`config.mk`:
```
export PLATFORM = sky130hd
export DESIGN_NAME = fnum_block_encoder
export DESIGN_NICKNAME = d
export VERILOG_FILES = /design/src/rtl/fnum_block_encoder.sv
export SDC_FILE = /design/constraint.sdc
export NUM_CORES = 1
export LEC_CHECK = 0
export ABC_CLOCK_PERIOD_IN_PS = 3750
export CAP_MARGIN = 15
export CORE_UTILIZATION = 40
export CTS_CLUSTER_DIAMETER = 200
export CTS_CLUSTER_SIZE = 24
export DETAILED_ROUTE_END_ITERATION = 12
export GPL_TIMING_DRIVEN = 1
export PLACE_DENSITY_LB_ADDON = 0.3
export SYNTH_ARGS = -nofsm -noshare
export SYNTH_HDL_FRONTEND = slang
export SYNTH_SLANG_ARGS = --single-unit
```
`constraint.sdc`:
```
create_clock -name clk -period 3.75 [get_ports clk]
set_input_delay 0.75 -clock clk [delete_from_list [all_inputs] [get_ports clk]]
set_output_delay 0.75 -clock clk [all_outputs]
set_load 0.05 [all_outputs]
```
`src/rtl/fnum_block_encoder.sv`:
```
`default_nettype none
// ============================================================================
//  Module   : fnum_block_encoder
//  Brief    : Converts a target frequency word into an F-number / block pair
//             by shifting right until the word fits the F-number field,
//             tracking whether any set bits were shifted out.
//  Revision : 1.0 - initial release
// ============================================================================
module fnum_block_encoder #(
    parameter int REG_FNUM_WIDTH  = 10,
    parameter int REG_BLOCK_WIDTH = 3,
    parameter int IN_WIDTH        = REG_FNUM_WIDTH + 2**REG_BLOCK_WIDTH - 1
) (
    input  logic                       clk,
    input  logic                       reset_n,
    input  logic                       in_valid,
    output logic                       in_ready,
    input  logic [IN_WIDTH-1:0]        in_word,
    output logic                       out_valid,
    input  logic                       out_ready,
    output logic [REG_FNUM_WIDTH-1:0]  fnum,
    output logic [REG_BLOCK_WIDTH-1:0] block,
    output logic                       inexact
);

    typedef enum logic [1:0] {
        S_IDLE = 2'd0,
        S_NORM = 2'd1,
        S_DONE = 2'd2
    } state_t;

    // Largest representable block; with the default IN_WIDTH the word always
    // fits before this is reached, so the counter can never wrap.
    localparam logic [REG_BLOCK_WIDTH-1:0] C_BLK_MAX = '1;

    state_t                      state_q,   state_d;
    logic [IN_WIDTH-1:0]         sr_q,      sr_d;
    logic [REG_BLOCK_WIDTH-1:0]  blk_q,     blk_d;
    logic                        sticky_q,  sticky_d;
    logic [REG_FNUM_WIDTH-1:0]   fnum_q,    fnum_d;
    logic [REG_BLOCK_WIDTH-1:0]  block_q,   block_d;
    logic                        inexact_q, inexact_d;

    logic                        w_fits;

    // Word fits the F-number field once every bit above it is clear.
    assign w_fits = (sr_q[IN_WIDTH-1:REG_FNUM_WIDTH] == '0);

    // Handshake flags decode straight from the state register.
    assign in_ready  = (state_q == S_IDLE);
    assign out_valid = (state_q == S_DONE);

    assign fnum    = fnum_q;
    assign block   = block_q;
    assign inexact = inexact_q;

    // Next-state and datapath update: load in IDLE, shift in NORM, hold in DONE.
    always_comb begin
        state_d   = state_q;
        sr_d      = sr_q;
        blk_d     = blk_q;
        sticky_d  = sticky_q;
        fnum_d    = fnum_q;
        block_d   = block_q;
        inexact_d = inexact_q;

        case (state_q)
            S_IDLE: begin
                if (in_valid) begin
                    sr_d     = in_word;
                    blk_d    = '0;
                    sticky_d = 1'b0;
                    state_d  = S_NORM;
                end
            end
            S_NORM: begin
                if (w_fits || (blk_q == C_BLK_MAX)) begin
                    fnum_d    = sr_q[REG_FNUM_WIDTH-1:0];
                    block_d   = blk_q;
                    inexact_d = sticky_q;
                    state_d   = S_DONE;
                end else begin
                    sr_d     = sr_q >> 1;
                    sticky_d = sticky_q | sr_q[0];
                    blk_d    = blk_q + 1'b1;
                end
            end
            S_DONE: begin
                // Result stays frozen until the consumer takes it; no new
                // word can be accepted on this same edge.
                if (out_ready) begin
                    state_d = S_IDLE;
                end
            end
            default: begin
                state_d = S_IDLE;
            end
        endcase
    end

    // State and datapath registers with asynchronous active-low clear.
    always_ff @(posedge clk or negedge reset_n) begin
        if (!reset_n) begin
            state_q   <= S_IDLE;
            sr_q      <= '0;
            blk_q     <= '0;
            sticky_q  <= 1'b0;
            fnum_q    <= '0;
            block_q   <= '0;
            inexact_q <= 1'b0;
        end else begin
            state_q   <= state_d;
            sr_q      <= sr_d;
            blk_q     <= blk_d;
            sticky_q  <= sticky_d;
            fnum_q    <= fnum_d;
            block_q   <= block_d;
            inexact_q <= inexact_d;
        end
    end

endmodule
`default_nettype wire
```
==> results.md <==
| Parameter | Reported | Unit |
|---|---|---|
| Filler cell count | 360 | - |
| Area fraction of the dominant cell type after synthesis | 52.6 | % |
| Hpwl dp | 2290 | µm |
| Data required, critical path | 3.00 | ns |
| Initial antenna violation count | 0 | - |
| Cell at the root of the clock tree | clkbuf_8 | - |
| Final Max Tran Viols | 0 | - |
| Pre-antenna DRT Iters | 4 | - |
| Cell type contributing the most total cell area after synthesis | dfrtp_1 | - |
| Biggest cell delay along the critical path | 0.82 | ns |
| Finished Cell Area | 2270 | µm² |
| Total clock sinks | 37 | - |
| Number of max-capacitance violations reported | 0 | - |
| Via count | 1184 | - |
| Share of synthesized area occupied by flip-flops and latches | 52.6 | % |
| Number of gates on the worst path with buffers counted | 2 | - |
| Smallest setup slack after layout | 1.23 | ns |
| Width of the die | 68.3 | µm |
| Async set-or-reset flop fraction in the synthesized netlist | 100 | % |
| Register-to-Register Path Depth | 4 | - |
| First DRT Iteration DRCs | 29 | - |
| Total Power Consumption | 2.38 | mW |
| Top achievable clock speed | 397 | MHz |
| Area overhead of the layout relative to synthesis | 28.8 | % |
| Pin count of the biggest net entering global routing | 38 | - |
| Final setup violating endpoints | 0 | - |
| Worst Path Arrival | 1.77 | ns |
| Minimum clock period | 2.52 | ns |
| Via count of the first global-routing pass | 1265 | - |
| Antenna cell count | 0 | - |
| Via-to-Cell Ratio | 4.85 | - |
| Proportion of layout cells with a drive suffix above 1 | 18.0 | % |
| Type of the worst setup path | reg -> out | - |
| RR Startpoint | sr_q[15] | - |
| I/O Pins | 37 | - |
| Clock transition at the registers of the reported paths | 0.07 | ns |
| Most common cell in the netlist | nand2_1 | - |
| Highest fanout seen on the critical path | 9 | - |
| Maximum clock path buffer count | 2 | - |
| CP top delay family | buffers and inverters | - |
| FF+latch area | 926 | µm² |
| Kind of start point of the critical path | register | - |
| Post-synthesis instance area | 1760 | µm² |
| Kind of end point of the critical path | output pin | - |
| Buffers added on ports | 36 | - |
| Post-Route Skew | 0.00831 | ns |
| TritonCTS Buffers | 5 | - |
| Startpoint of the tightest hold check path | sr_q[1] | - |
| Status | finished, final reports clean | - |
| Final Hold Viols | 0 | - |
| Slowest cell on the critical path | clkdlybuf4s50_1 | - |
| Final Wtd Congestion | 0.743 | - |
| Most common flop cell mapped by yosys | dfrtp_1 | - |
| ANT nets after route | 0 | - |
| Routed length per instance | 13.4 | µm |
| Worst voltage drop across the vdd grid | 0.403 | mV |
| Worst Setup Slack post-DPL | 1.27 | ns |
| Path type of the worst min-delay path | reg -> reg | - |
| Clock tree from TritonCTS | yes | - |
| Number of hold-repair buffers added at the cts stage | 0 | - |
| Count of buffering cells on the critical path with inverters included | 1 | - |
| Library cells used by synthesis | 28 | - |
| Aggregate global routing overflow | 0 | - |
| Warnings from Yosys | 0 | - |
| DIE AREA | 4670 | µm² |
| Standard cell core area | 4120 | µm² |
| Clk Latency, worst-skew pair | 0.29 | ns |
| Global-route wire length before repair | 5470 | µm |
| Deepest level of the CTS H-tree | 2 | - |
| Overall fraction of global-route tracks in use | 16.4 | % |
| Pwr per Cell Area | 1050 | nW/µm² |
| Worst slew margin relative to its limit | 43.4 | % |
| Critical Path Source | state_q[0] | - |
| Number of cells traversed by the worst hold path | 1 | - |
| Dominant cells by area after synthesis | dfrtp_1 (53%), nand2_1 (11%), mux2_2 (7.0%) | - |
| Cts repair resizes | 0 | - |
| EDFF count, synth | 0 | - |
| Synth Area per Inst | 11.3 | µm² |
| Initial standard-cell utilization of the core | 42.7 | % |
| Post-synth top cells | nand2_1 (50), dfrtp_1 (37), mux2_2 (11), mux2_1 (10), mux2_4 (8) | - |
| Net count, final | 216 | - |
| Buffer count from post-CTS setup fixing | 0 | - |
| Sum Neg Setup Slack | 0 | ns |
| Wirelength, routed | 3280 | µm |
| Transition time at the pin with the least slew margin | 0.850 | ns |
| Smallest hold slack | 0.508 | ns |
| Standard-cell row count | 23 | - |
| Remaining routing DRC violations | 0 | - |
| Multi-input gate area in the final layout | 764 | µm² |
| Share of the cycle needed by the critical path after routing | 67.1 | % |
| Placed instance area | 2150 | µm² |
| Synthesized instance count | 155 | - |
| RSZ-0062 raised after global routing | false | - |
| Cells traversed along the worst timing path | nor2b_1 > clkdlybuf4s50_1 | - |
| Synthesized net count | 178 | - |
| Register bit count reported by yosys | 37 | - |
| Leak pwr | 1.08 | nW |
| Chip Height | 68.3 | µm |
metal layers:
| metal | track usage [%] | wire, µm | up-vias |
|---|---|---|---|
| li1 | - | - | 588 |
| met1 | 19.3 | 1450 | 563 |
| met2 | 27.7 | 1640 | 26 |
| met3 | 5.67 | 145 | 7 |
| met4 | 5.47 | 46 | 0 |
| met5 | 0 | 0 | - |
cell usage in the layout (no fill, tap or decap):
cell / count
nand2_1: 50
dfrtp_1: 37
clkdlybuf4s50_1: 35
mux2_2: 11
mux2_1: 10
mux2_4: 8
inv_1: 7
clkbuf_8: 6
o21ai_0: 3
nor2_1: 2
nor2b_1: 2
nand2b_1: 2
o2bb2ai_1: 2
ha_1: 2
buf_4: 2
or4_4: 1
o41a_4: 1
nor2_8: 1
o22ai_1: 1
nor4_2: 1
and2_1: 1
a2111oi_2: 1
nor3_1: 1
mux2i_1: 1
a21o_2: 1
nand3_1: 1
a2bb2oi_1: 1
clkbuf_1: 1
bufinv_16: 1
buf_2: 1
final timing paths:
path / endpoint / slack [ns]
max in group asynchronous: inexact / 2.70
worst max-delay path: out_valid / 1.23
worst max register to register: fnum[6] / 1.55
worst min-delay path: sr_q[1] / 0.51
min in group asynchronous: block[0] / 0.54
worst min register to register: sr_q[1] / 0.51
worst register-to-register path: stages, from the launching register on:
cell and delay [ns]:
dfrtp_1 0.40, or4_4 0.55, o41a_4 0.42, nor2_8 0.32, mux2_2 0.39
kinds of logic after synthesis:
family                     count (synthesis)  synth area share, %
AOI/OAI and AO/OA                         10                 4.91
adders and majority gates                  2                 1.42
buffers and inverters                     14                 4.27
DFF                                       37                 52.6
muxes                                     30                 20.8
and+or+nand+nor                           62                 15.9
through the flow:
stage / cells / utilization, %
2_1_floorplan: 155 / -
3_3_place_gp: 236 / 52.2
3_5_place_dp: 236 / 52.2
4_1_cts: 244 / 55.1
5_1_grt: 244 / 55.1
6_report: 244 / 55.1
registers in the layout, summed over array words and instances, names as in the netlist:
name	cells
inexact	1
fnum	10
sr_q	17
blk_q	3
state_q	2
sticky_q	1
block	3
where the power goes:
group | internal, mW | switching, mW
sequential | 0.600 | 0.142
clock | 0.217 | 0.136
combinational | 0.577 | 0.711
layout make-up:
type	count	area share, %
Clock buffer	7	3.81
Clock inverter	1	1.33
Inverter	7	1.16
Multi-Input combinational cell	104	33.7
Sequential cell	37	40.9
Tap cell	50	2.76
Timing Repair Buffer	38	16.3
No activity file was read; power rests on OpenSTA's default activity.
